**src/rtl/serial_add_pkg.sv**
```systemverilog
// Shared definitions for the bit-serial adder controller.
//   state_t       : controller states (IDLE, RUN, DONE)
//   DEFAULT_WIDTH : default operand/result width in bits
package serial_add_pkg;

  typedef enum logic [1:0] {
    IDLE = 2'd0,
    RUN  = 2'd1,
    DONE = 2'd2
  } state_t;

  localparam int DEFAULT_WIDTH = 8;

endpackage

```
**src/rtl/full_add_cell.sv**
```systemverilog
// Single-bit full adder, purely combinational.
// Ports:
//   x, y : operand bits
//   z    : carry in
//   s    : sum bit (x ^ y ^ z)
//   co   : carry out (majority of x, y, z)
module full_add_cell (
  input  logic x,
  input  logic y,
  input  logic z,
  output logic s,
  output logic co
);

  assign s  = x ^ y ^ z;
  assign co = (x & y) | (x & z) | (y & z);

endmodule

```
**src/rtl/serial_add_ctrl.sv**
```systemverilog
// Bit-serial adder: {c_out, sum} = a + b + c_in, one bit per clock, LSB
// first, through a single full_add_cell.
// Parameters:
//   WIDTH : operand/result width, 2..32
// Ports:
//   clk, rst    : clock, synchronous active-high reset
//   start       : begin an addition (taken only while ready)
//   a, b, c_in  : operands and carry-in, captured on the accepting edge
//   ready       : controller idle
//   busy        : addition in progress
//   done        : one-cycle completion pulse
//   sum, c_out  : result of the last completed addition
module serial_add_ctrl
  import serial_add_pkg::*;
#(
  parameter int WIDTH = DEFAULT_WIDTH
) (
  input  logic             clk,
  input  logic             rst,
  input  logic             start,
  input  logic [WIDTH-1:0] a,
  input  logic [WIDTH-1:0] b,
  input  logic             c_in,
  output logic             ready,
  output logic             busy,
  output logic             done,
  output logic [WIDTH-1:0] sum,
  output logic             c_out
);

  // One extra bit so the counter can never wrap within a run.
  localparam int CNT_W = $clog2(WIDTH) + 1;
  localparam logic [CNT_W-1:0] LAST_BIT = CNT_W'(WIDTH - 1);

  state_t           state;
  logic [WIDTH-1:0] a_sh;
  logic [WIDTH-1:0] b_sh;
  logic [WIDTH-1:0] part;
  logic             carry;
  logic [CNT_W-1:0] cnt;
  logic             cell_s;
  logic             cell_co;

  full_add_cell u_cell (
    .x  (a_sh[0]),
    .y  (b_sh[0]),
    .z  (carry),
    .s  (cell_s),
    .co (cell_co)
  );

  always_ff @(posedge clk) begin
    if (rst) begin
      state <= IDLE;
      ready <= 1'b1;
      busy  <= 1'b0;
      done  <= 1'b0;
      sum   <= '0;
      c_out <= 1'b0;
      carry <= 1'b0;
      cnt   <= '0;
      a_sh  <= '0;
      b_sh  <= '0;
      part  <= '0;
    end else begin
      case (state)
        IDLE: begin
          if (start) begin
            a_sh  <= a;
            b_sh  <= b;
            carry <= c_in;
            cnt   <= '0;
            part  <= '0;
            state <= RUN;
            ready <= 1'b0;
            busy  <= 1'b1;
          end
        end
        RUN: begin
          // Result bits enter at the MSB so that after WIDTH steps the
          // LSB-first stream lines up in natural bit order.
          part  <= {cell_s, part[WIDTH-1:1]};
          a_sh  <= a_sh >> 1;
          b_sh  <= b_sh >> 1;
          carry <= cell_co;
          cnt   <= cnt + CNT_W'(1);
          if (cnt == LAST_BIT) begin
            sum   <= {cell_s, part[WIDTH-1:1]};
            c_out <= cell_co;
            state <= DONE;
            busy  <= 1'b0;
            done  <= 1'b1;
          end
        end
        DONE: begin
          state <= IDLE;
          done  <= 1'b0;
          ready <= 1'b1;
        end
        default: begin
          state <= IDLE;
          ready <= 1'b1;
          busy  <= 1'b0;
          done  <= 1'b0;
        end
      endcase
    end
  end

endmodule
```
**config.mk**
```make
export PLATFORM = sky130hd
export DESIGN_NAME = serial_add_ctrl
export DESIGN_NICKNAME = d
export VERILOG_FILES = /design/src/rtl/serial_add_pkg.sv /design/src/rtl/full_add_cell.sv /design/src/rtl/serial_add_ctrl.sv
export SDC_FILE = /design/constraint.sdc
export NUM_CORES = 1
export LEC_CHECK = 0
export CORE_ASPECT_RATIO = 2
export CORE_MARGIN = 3
export CORE_UTILIZATION = 38
export DETAILED_ROUTE_END_ITERATION = 10
export PLACE_DENSITY = 0.68
export SYNTH_ARGS = -nofsm -noshare
export SYNTH_HDL_FRONTEND = slang
export SYNTH_HIERARCHICAL = 1
export SYNTH_SLANG_ARGS = --single-unit
```
**constraint.sdc**
```tcl
create_clock -name clk -period 1.5 [get_ports clk]
set_clock_uncertainty 0.1 [all_clocks]
set_input_delay 0.3 -clock clk [delete_from_list [all_inputs] [get_ports clk]]
set_output_delay 0.3 -clock clk [all_outputs]
set_load 0.02 [all_outputs]
```
; After elaboration in Yosys (flattened, before gate mapping)
; Cells that the tools add are included.
[totals]
ff_bits = 43
latch_bits = 0
ramBits = 0
rom_bits = 0
input_bits = 20
output_inout_bits = 12
word_cells = 55
mem_count = 0
[op_classes]
addsub = 1
mul = 0
div = 0
order_cmp = 0
n_eq_ne = 5
n_shift = 0
muxes = 20
bitwise = 10
n_reduce_logical = 8
[ops]
columns = op, count
row1 = 8-bit one-hot mux with 2 select lines, 3
row2 = 8-bit two-way mux, 3
row3 = 2-bit AND reduction, 5
row4 = 4-bit one-hot mux with 2 select lines, 1
row5 = 1-bit one-hot mux with 2 select lines, 3
row6 = 1-bit two-way mux, 5
row7 = 4-bit by 1-bit adder with 4-bit output (second input constant), 1
row8 = 4-bit by 3-bit == test with 1-bit output (second input constant), 1
row9 = 2-bit two-way mux, 2
row10 = 4-bit two-way mux, 1
row11 = 2-bit != test (second input constant), 2
row12 = 2-bit one-hot mux with 2 select lines, 1
row13 = 1-bit AND, 3
row14 = 1-bit inverter, 3
row15 = 1-bit one-hot mux with 3 select lines, 1
row16 = 3-bit AND reduction, 1
row17 = 2-bit by 1-bit == test with 1-bit output (second input constant), 1
row18 = 2-bit == test (second input constant), 1
row19 = 2-bit zero test, 1
row20 = 1-bit OR, 2
row21 = 2-bit nonzero test, 1
row22 = 1-bit XOR, 2

; Longest topological paths before layout
; Gate-level depths: netlist of run 1.
[depth]
word_depth = 4
mapped_depth = 6

; By module
; The synthesis of run 1 kept the hierarchy.
[modules_own_cells]
columns = mod, n_inst, cells_per_inst, area_per_inst_um2, seq_area_each_um2
row1 = serial_add_ctrl, 1, 193, 1790.5, 840.8
row2 = full_add_cell, 1, 1, 20.0, 0.0

; Least setup slack after synthesis of run 1
; OpenSTA, ideal clock, no wires.
[synth_path]
kind = flip-flop to flip-flop
start = register cnt[0]
end = register c_out
setup_ps = 127
arrival_time_ps = 1149
setup_slack_ps = 123
path_stages_with_launch = 6
period_less_slack_ps = 1377
cell_sequence = dfxtp_1 > ha_1 > and3b_1 > and2_1 > clkbuf_1 > o21ai_0
[synth_between]
elab_chain_len = 2
[synth_rtl]
columns = element, line_no
row1 = "start, declared", serial_add_ctrl.sv:40  ; logic [CNT_W-1:0] cnt;
row2 = "start signal, assigned", serial_add_ctrl.sv:86  ; cnt <= cnt + CNT_W'(1);
row3 = 4-bit by 3-bit == test with 1-bit output, serial_add_ctrl.sv:87  ; if (cnt == LAST_BIT) begin
row4 = 2-bit AND reduction (no source line), n/a
row5 = "end signal, assigned", serial_add_ctrl.sv:89  ; c_out <= cell_co;
row6 = "end, declared", serial_add_ctrl.sv:28  ; output logic c_out
; No other way between the ends.
; A chain may end at the register's enable or synchronous reset.

; Worst setup path after layout of run 1
[layout_path]
start = register cnt[1]
end = register state[0]
[layout_between]
elab_chain_len = 3
[layout_rtl]
columns = element, line_no
row1 = 4-bit by 3-bit == test with 1-bit output, serial_add_ctrl.sv:87
row2 = 2-bit != test (no source line), n/a
row3 = 2-bit AND reduction (no source line), n/a
row4 = "end signal, assigned", serial_add_ctrl.sv:90  ; state <= DONE;
row5 = "end signal, assigned", serial_add_ctrl.sv:96  ; state <= IDLE;
row6 = "end signal, assigned", serial_add_ctrl.sv:101  ; state <= IDLE;
row7 = "end, declared", serial_add_ctrl.sv:35  ; state_t state;
; No other way between the ends.

==> flow_summary.ini, run 1 <==
[global_route]
grt_first_pass_wirelength_mm = 6.817
grt_usage = 0.1569
antenna_found_initial = 0
grt-ovfl-total = 0
grt_pass1_vias = 1508
grt_start_max_net_pins = 34

[cts]
numCtsBuffers = 5
holdBufCountCts = 0
cts_tree = built
htreeDepth = 2
cts_setup_buffers = 0
clk_pin_slew_ns = 0.08
root_buffer = clkbuf_8
clk_latency_ns = 0.29
cts_sinks = 42
clock_path_buffers = 2

[power_and_ir_drop]
irDropWorstVdd_mv = 0.8155
p_per_area_nw_per_um2 = 970.0
total_power_mw = 2.260
p_leak_nw = 0.9039

[sta]
fin_ws_ns = 0.09582
setup_tns_ns = 0
hold_viol_final = 0
slew_headroom = 0.7085
fin_crit_ns = 1.404
rsz0062_at_grt = no
fin_hold_ws_ns = 0.3694
slew_viol_final = 0
fmax_ghz = 0.7122
finalSetupViolCount = 0
worstMarginPinSlew_ns = 0.4367
fin_crit_sh = 0.9361

[setup_path]
critPathKind = flop to flop
end_kind = flop
startpoint_type = flop
crit_required_ns = 1.59
critPathMaxFanout = 3
critPathArrivalTime_ns = 1.49

[cells_and_area]
postLayoutCoreUtil = 0.5216
num_antenna_cells = 0
nets = 254
synthToLayoutAreaGrowth_pct = 28.68
instances_no_fill = 287
final_area_um2 = 2330
drive_gt1_frac = 0.1631

[route]
maxUsedRoutingLayer = met4
num_vias = 1542
viasPerCell = 5.373
wl_mm = 3.946
dr_wl_met3_um = 126
route.detailed.drc = 0
wl_met1_mm = 1.587
first_pass_iters = 4
wire_per_inst_um = 13.75
first_iter_violations = 18
ant_nets = 0
met2_length_mm = 2.125

[yosys]
ys.flop_type = dfxtp_1
ys_types = 37
syn-num-nets = 216
ys_top_cells_by_area = dfxtp_1, nor2_1, o2bb2ai_1, a211oi_1, nand4b_1
ys.warnings.count = 6
synth.largest_area_cell = dfxtp_1
async_flop_share = 0
ys_top_cells_by_count = dfxtp_1, nor2_1, a211oi_1
yosysSeqAreaShare = 0.4644
yosys.area.top_type_share = 0.4644
synth_edf_count = 0
syn_area_per_cell_um2 = 9.332
netlist_instances = 194
syn_area_um2 = 1810
ys_seq_elements = 42
yosysMostFrequentCell = dfxtp_1

[die]
row_count = 34
io_pins = 32
die_y_um = 103.6
die-area_um2 = 5679
die_x_um = 54.81
coreArea_um2 = 4467
initial_core_util = 0.4053

[place]
postPlaceCellArea_um2 = 2247
place.gp.congestion = 0.7653
port_buffers = 31
pre_cts_slack_ns = -0.1792
dp_hpwl_mm = 2.824
post-place-cells = 279

[hold_path]
hold_path_class = flop to flop

[run]
maxCapViolCount = 0

[outcome]
status = complete, no violations
## state kept, by name, summed over array words and instances, names as in the netlist
name / count
carry: 1
c_out: 1
b_sh: 8
cnt: 4
a_sh: 8
busy: 1
state: 2
done: 1
part: 7
ready: 1
sum: 8
## area by class of cell
class	count	area, um^2
clock buffers	7	86.33
clock inverters	1	5.005
fillers	429	2137
inverters	2	7.507
multi-input cells	133	873.3
flip-flops and latches	42	842.1
well taps	54	67.56
repair buffers	48	447.9
## power breakdown
| part | switching (mW) | internal [mW] |
|---|---|---|
| combinational | 0.146 | 0.164 |
| clock | 0.379 | 0.372 |
| sequential | 0.0330 | 1.17 |
## layer usage
layer / GRT usage / vias up
met5: 0 / -
met2: 0.2610 / 28
met3: 0.03305 / 7
met1: 0.1738 / 731
met4: 0.08378 / 0
li1: - / 776
## cells in the final DEF (no fill, tap or decap), drive strengths merged, types with 2 or more instances in the layout
cell / instances
nand4b: 9
dfxtp: 42
a22oi: 10
o2bb2ai: 10
o22ai: 5
buf: 17
a21oi: 2
dlygate4sd2: 12
inv: 2
nor2: 39
clkbuf: 7
nand3: 2
a211oi: 15
nand2b: 10
nand2: 6
o21ai: 9
clkdlybuf4s50: 19
## critical path, cell delays in order, from the launching register on
cell and delay (ns):
dfxtp_1 0.33, ha_2 0.18, and3b_2 0.21, buf_4 0.14, a2111oi_2 0.33
## logic make-up (layout without fill, tap and decap cells)
kind of cell | after synthesis | count (layout) | synth area share
AND/OR/NAND/NOR | 72 | 72 | 0.2039
AO/OA/AOI/OAI | 58 | 58 | 0.2522
adder cells (fa/ha/maj) | 2 | 2 | 0.01797
flip-flops | 42 | 42 | 0.4644
buffers and inverters | 19 | 58 | 0.05597
multiplexers | 1 | 1 | 0.005529
## what timing repair did
item	4_1_cts	5_1_grt
endpoints found under the hold margin	0	0
endpoints found under the setup margin	12	21
pin swaps	0	0
gates resized for setup	12	4
## path summary, 6_finish.rpt
kind	start	slack (ns)	cells past startpoint	endpoint
setup / recovery	cnt[1]$_SDFFE_PP0P_	0.1	4	state[0]$_SDFFE_PP0P_
hold / removal	sum[5]$_SDFFE_PP0P_	0.37	2	sum[5]$_SDFFE_PP0P_
setup reg to reg	cnt[1]$_SDFFE_PP0P_	0.1	4	state[0]$_SDFFE_PP0P_
hold reg to reg	sum[5]$_SDFFE_PP0P_	0.37	2	sum[5]$_SDFFE_PP0P_
(Power assumes the default switching activity.)
==> inputs of run 2 (changes only) <==
--- a/config.mk
+++ b/config.mk
@@ -9,7 +9,7 @@
 export CORE_MARGIN = 3
 export CORE_UTILIZATION = 38
 export DETAILED_ROUTE_END_ITERATION = 10
-export PLACE_DENSITY = 0.68
+export PLACE_DENSITY = 0.71
 export SYNTH_ARGS = -nofsm -noshare
 export SYNTH_HDL_FRONTEND = slang
 export SYNTH_HIERARCHICAL = 1
==> run 2 against run 1 <==
- core utilization is 0.22 points lower
- critical path depth stayed put
- critical path type unchanged
- maximum frequency is 2.6% lower
==> flow_summary.ini, run 2 (synthesis gave the netlist of run 1 again) <==
[die]
coreArea_um2 = 4467
die_x_um = 54.81
row_count = 34
initial_core_util = 0.4053
die_y_um = 103.6
die-area_um2 = 5679
io_pins = 32

[route]
first_pass_iters = 4
first_iter_violations = 17
wl_mm = 3.957
wire_per_inst_um = 13.93
ant_nets = 0
viasPerCell = 5.465
num_vias = 1552
route.detailed.drc = 0

[power_and_ir_drop]
p_int_mw = 1.698
power.switching_mw = 0.5584
p_comb_frac = 0.136
p_per_area_nw_per_um2 = 972.5
switching_share = 0.2475
p_leak_nw = 0.8980
irDropWorstVdd_mv = 0.7345
seqPwrFrac = 0.532
clockPowerShare = 0.333

[cts]
cts_sinks = 42
clock_path_buffers = 2
numCtsBuffers = 5
cts_setup_buffers = 0
clk_latency_ns = 0.30
root_buffer = clkbuf_8
holdBufCountCts = 0
cts_resized = 12
clk_pin_slew_ns = 0.08
htreeDepth = 2
cts_tree = built

[global_route]
grt_pass1_vias = 1550
grtUsageMet2 = 0.2754
grt_first_pass_wirelength_mm = 6.844
grt_use_met1 = 0.1695
grt-ovfl-total = 0
antenna_found_initial = 0
grt_usage = 0.1590
gr-max-usage-layer = met2
grt_start_max_net_pins = 28
grtUsageMet3 = 0.03592

[cells_and_area]
top_regs = a_sh (8), b_sh (8), sum (8)
fill_cells = 430
nets = 251
drive_gt1_frac = 0.1435
layout_commonest_cell = dfxtp_1
num_antenna_cells = 0
final_cell_mix = dfxtp_1, nor2_1, clkdlybuf4s50_1
synthToLayoutAreaGrowth_pct = 28.13
final_area_um2 = 2320

[sta]
fin_crit_ns = 1.442
hold_viol_final = 0
worstMarginPinSlew_ns = 0.3417
fmax_ghz = 0.6936
slew_headroom = 0.7719
setup_tns_ns = 0
finalSetupViolCount = 0
fin_crit_sh = 0.9611
rsz0062_at_grt = no
slew_viol_final = 0
fin_hold_ws_ns = 0.3672

[outcome]
status = complete, no violations

[setup_path]
critPathMaxFanout = 3
startpoint_type = flop
end_kind = flop
r2r_slack_ns = 0.06
critPathArrivalTime_ns = 1.54
crit_required_ns = 1.60
critPathKind = flop to flop

[place]
postPlaceCellArea_um2 = 2237
port_buffers = 31
dp_hpwl_mm = 2.837
place.gp.congestion = 0.7720

[run]
maxCapViolCount = 0

[hold_path]
hold_path_class = flop to flop
-- run 2: cell count changes in the layout (fill, tap and decap cells not counted), sizes merged --
cell,change
buf,-3
-- run 2: area by class of cell --
type / instances / area [um^2] / share of cell area
Clock inverter: 1 / 5.005 / 0.002158
Tap cell: 54 / 67.56 / 0.02913
Multi-Input combinational cell: 133 / 874.6 / 0.3770
Inverter: 2 / 7.507 / 0.003236
Sequential cell: 42 / 840.8 / 0.3625
Timing Repair Buffer: 45 / 437.9 / 0.1888
Clock buffer: 7 / 86.33 / 0.03722
-- run 2: routing by layer --
| layer | up-vias | routed length [um] |
|---|---|---|
| met5 | - | 0 |
| met4 | 0 | 111 |
| met3 | 10 | 131 |
| met2 | 28 | 2172 |
| met1 | 743 | 1542 |
| li1 | 771 | - |
-- run 2: per-stage QoR --
step	worst slack, ns	power [mW]	util	std cells
floorplan	0.1235	1.408	-	194
global placement	-0.1164	1.530	0.5008	276
detailed placement	-0.1464	1.536	0.5008	276
CTS	0.01678	2.280	0.5179	284
global route	0.005363	2.357	0.5193	284
finish	0.05828	2.256	0.5193	284
-- run 2: final timing paths --
| kind | from | end | cells past startpoint |
|---|---|---|---|
| setup / recovery | cnt[0]$_SDFFE_PP0P_ | state[0]$_SDFFE_PP0P_ | 4 |
| hold / removal | sum[2]$_SDFFE_PP0P_ | sum[2]$_SDFFE_PP0P_ | 2 |
| setup reg to reg | cnt[0]$_SDFFE_PP0P_ | state[0]$_SDFFE_PP0P_ | 4 |
| hold reg to reg | sum[2]$_SDFFE_PP0P_ | sum[2]$_SDFFE_PP0P_ | 2 |
-- run 2: critical path, cell delays in order (launching register included) --
cell and delay [ns]:
dfxtp_1 0.35, ha_1 0.23, and3b_1 0.20, buf_4 0.15
a2111oi_2 0.32
-- run 2: power by group through the flow --
| stage | Combinational (mW) | Sequential, mW | Clock, mW |
|---|---|---|---|
| finish | 0.306 | 1.20 | 0.751 |
| global route | 0.338 | 1.21 | 0.812 |
| CTS | 0.309 | 1.20 | 0.772 |
| detailed placement | 0.311 | 1.23 | 0 |
| global placement | 0.306 | 1.22 | 0 |
| floorplan | 0.187 | 1.22 | 0 |
==> inputs of run 3 (changes only) <==
--- a/config.mk
+++ b/config.mk
@@ -5,6 +5,7 @@
 export SDC_FILE = /design/constraint.sdc
 export NUM_CORES = 1
 export LEC_CHECK = 0
+export CAP_MARGIN = 10
 export CORE_ASPECT_RATIO = 2
 export CORE_MARGIN = 3
 export CORE_UTILIZATION = 38
==> results of run 3 <==
The final DEF is identical to that of run 2; final timing and power are the same.
==> edit 1 (flow settings as in run 1) <==
Encoding of `state_t`: now one-hot (3 bits for 3 states).
--- a/src/rtl/serial_add_pkg.sv
+++ b/src/rtl/serial_add_pkg.sv
@@ -5,6 +5,6 @@
 
-  typedef enum logic [1:0] {
-    IDLE = 2'd0,
-    RUN  = 2'd1,
-    DONE = 2'd2
+  typedef enum logic [2:0] {
+    IDLE = 3'b001,
+    RUN  = 3'b010,
+    DONE = 3'b100
   } state_t;
Behaviour: no difference found for any inputs over 10 cycles, from zero or initial values and one cycle with rst high; not proved beyond that.
==> edit 1 against run 1 <==
- wire length increased by 3.1%
- largest cell class unchanged
- sequential cell count rose by 1
- area after synthesis increased by 7.9%
- non-clock buffer count down 1
- sequential share of layout area fell by 1.1 points
- via count up 9.8%
- worst setup slack worse by 0.054 ns
- cell area rose by 6.2%
- total power increased by 10%
- largest power group unchanged
==> edit 1: results (changes against run 1) <==
NetSw 0.0006278 W (+12%); synth top area cells dfxtp_1, nand2_1, a311oi_2; drt first pass iters 5 (+1); initial drt markers 41 (+23); gpl congestion 0.7459 (-2.5%); Netlist cell types 35 (-5.4%); Logic pwr share 14.1% (+0.4 points); hold path cells 4 (+2); pin count of the biggest net entering global routing 23 (-32%); min-delay src start; HP Class in2reg; fill count 462 (+7.7%); slew at the pin with the worst max-slew slack 0.2680 ns (-0.1687 ns); layout cells sized above 1 16.21% (-0.10 points); global-route wire length before repair 7245 um (+6.3%); asr flop ratio synth 0% (unchanged); worst flop-to-flop path startpoint state[2]; Syn Nets 242 (+12%); Total GRT Usage 14.58% (-1.1 points); worst-path maximum fanout 17 (+14); reg-to-reg setup timing slack 0.04 ns (-0.05 ns); Clock Path Buffers 2 (unchanged); final WL 4067 um (+3.1%); via count 1693 (+9.8%); Seq/Total Area, Yosys 44.07% (-2.4 points); Worst VDD drop 0.8973 mV (+10%); clock power share 36.5% (+3.3 points); hpwl dp 2835 um (+0.37%); outcome completed; Leak Pwr 0.9285 nW (+2.7%); critical path arrival 1.57 ns (+0.08 ns); vias in the first global route 1628 (+8.0%); die area 0.006088 mm^2 (+7.2%); Worst R2R Path Depth 5 (+1)
## edit 1: per-layer routing
layer	part of all wire [%]	vias up	GRT usage, %
li1	-	853	-
met2	55	36	27.07
met5	0	-	0
met1	40	799	15.77
met3	3.3	5	2.521
met4	1.7	0	5.942
## edit 1: cells by family after synthesis
logic type / count (synthesis) / synth area share (%)
adder cells (fa/ha/maj): 2 / 1.666
buffers and inverters: 24 / 7.815
XOR/XNOR: 2 / 0.8970
AND/OR/NAND/NOR: 96 / 24.54
multiplexers: 2 / 1.025
flip-flops: 43 / 44.07
AO/OA/AOI/OAI: 51 / 19.99
## edit 1: cell type report
class	instances	area, um^2	area share (%)
Multi-Input combinational cell	154	969.7	39.20
Sequential cell	43	867.1	35.05
Timing Repair Buffer	47	449.2	18.16
Tap cell	57	71.32	2.883
Clock buffer	5	68.82	2.782
Clock inverter	3	43.79	1.770
Inverter	1	3.754	0.1517
## edit 1: metrics by stage
| step | instance area (um^2) | hold slack (ns) | cells | util, % | setup WS, ns |
|---|---|---|---|---|---|
| final | 2474 | 0.3438 | 310 | 50.38 | 0.04195 |
| after global routing | 2474 | 0.3889 | 310 | 50.38 | -0.03258 |
| after CTS | 2431 | 0.3749 | 309 | 49.52 | 0.01755 |
| after detailed placement | 2327 | 0.3651 | 301 | 47.40 | -0.2507 |
| after global placement | 2327 | 0.3511 | 301 | 47.40 | -0.2017 |
| after floorplan | 1968 | 0.3440 | 220 | - | 0.0008845 |
## edit 1: timing repair
item,4_1_cts,5_1_grt
pin swaps,0,1
cloned,0,1
hold buffers,0,0
gates resized for setup,15,9
setup endpoints to repair,28,26
buffers inserted,0,0
## edit 1: critical path, stage by stage (launching register included)
cell and delay [ns]:
dfxtp_2 0.35, buf_4 0.15, and4bb_1 0.30, buf_12 0.16, nor3_1 0.06, a311oi_2 0.24
==> edit 2 (flow settings as in run 1) <==
Without the edit above. `DEFAULT_WIDTH`: 8 -> 16.
--- a/src/rtl/serial_add_pkg.sv
+++ b/src/rtl/serial_add_pkg.sv
@@ -11,3 +11,3 @@
 
-  localparam int DEFAULT_WIDTH = 8;
+  localparam int DEFAULT_WIDTH = 16;
 
Ports: changed (resized a, b and sum); port bits go from 32 to 56. No check against the original RTL was run, so the function may have changed too.
==> edit 2 against run 1 <==
- the run now ends with setup timing left
- cell area is 87% higher
- synthesized cell count is 62% higher
- worst hold slack worse by 0.14 ns
- worst setup slack worse by 0.14 ns
- fmax is 9.3% lower
- sequential cell count is 33 higher
- wire length is 96% higher
- area after synthesis is 80% higher
- die area is 73% higher
- total power is 130% higher
- largest cell class unchanged
- highest routed layer unchanged
==> edit 2: results (changes against run 1) <==
Worst R2R Path Depth 7 (+3); Leak Pwr 1.742 nW (+93%); Clock Sinks 75 (+79%); setup violators final 17 (+17); count of multi-input gates 208 (+56%); worst-path maximum fanout 18 (+15); via count 2563 (+66%); gpl congestion 0.7452 (-2.6%); routed wl met3 355 um (+180%); outcome complete, but fails checks; worst setup margin -0.04768 ns (-0.1435 ns); hpwl dp 5447 um (+93%); Largest delay share family, worst path adder cells; HP Class in2reg; Worst Hold Path EP part[1]; clock network share of area 7.822% (+3.9 points); routed length on met2 4145 um (+95%); Seq area share 34.47% (-1.7 points); met3 usage 4.779% (+1.5 points); Max transition margin 76.95% (+6.1 points); pre-CTS setup slack -0.1683 ns (+0.01092 ns); slowest CP cell dfxtp_2; synth top area cells dfxtp_1, a211oi_2, o2bb2ai_1; WL met1 3117 um (+96%); global-route wire length before repair 13230 um (+94%); Top Registers a_sh: 16 flops, b_sh: 16 flops, sum: 16 flops; layout cells sized above 1 27.86% (+12 points); PortBufs 55 (+77%); clock tree root driver cell clkbuf_16; Multi-input gate area 0.001575 mm^2 (+80%); htree depth 3 (+1); Synth top cells by count dfxtp_1, nor2_1, a211oi_2, o2bb2ai_1, nor2_2; Total GRT Usage 17.16% (+1.5 points); Syn Nets 353 (+63%); clock slew at reported path FFs 0.06 ns (-0.02 ns); M1 GR Usage 18.78% (+1.4 points); count of nets after finishing 418 (+65%); reg2reg end sum[3]; launch point of the worst path cnt[0]; critical path arrival 1.67 ns (+0.18 ns); Post-CTS Resized 21 (+9); Non-clock inverters 3 (+1); vias in the first global route 2726 (+81%); non-clk buf share 18.57% (-0.66 points); non-clock buffer total of the final layout 82 (+71%); failing checks setup timing
-- edit 2: through the flow --
step	area [um^2]	TNS (ns)	cells	hold slack, ns
6_report	4367	-0.5614	482	0.2303
5_1_grt	4367	-1.523	482	0.2637
4_1_cts	4367	-0.7445	482	0.2278
3_5_place_dp	4049	-7.231	466	0.3571
3_3_place_gp	4049	-6.000	466	0.3382
2_1_floorplan	3296	-0.1462	314	0.3440
-- edit 2: report_power, final --
| part | internal (W) | switching (W) | total [W] | leakage [nW] |
|---|---|---|---|---|
| Sequential | 0.00209 | 0.0000748 | 0.00217 | 0.615 |
| Combinational | 0.000331 | 0.000326 | 0.000657 | 0.961 |
| Clock | 0.00162 | 0.000817 | 0.00244 | 0.165 |
-- edit 2: cells by family after synthesis --
kind of cell    share of synthesized area [%]
mux                                    0.3068
simple gates                            14.57
flops                                   46.01
buf+inv                                 6.634
compound gates                          31.10
fa+ha+maj                               1.380
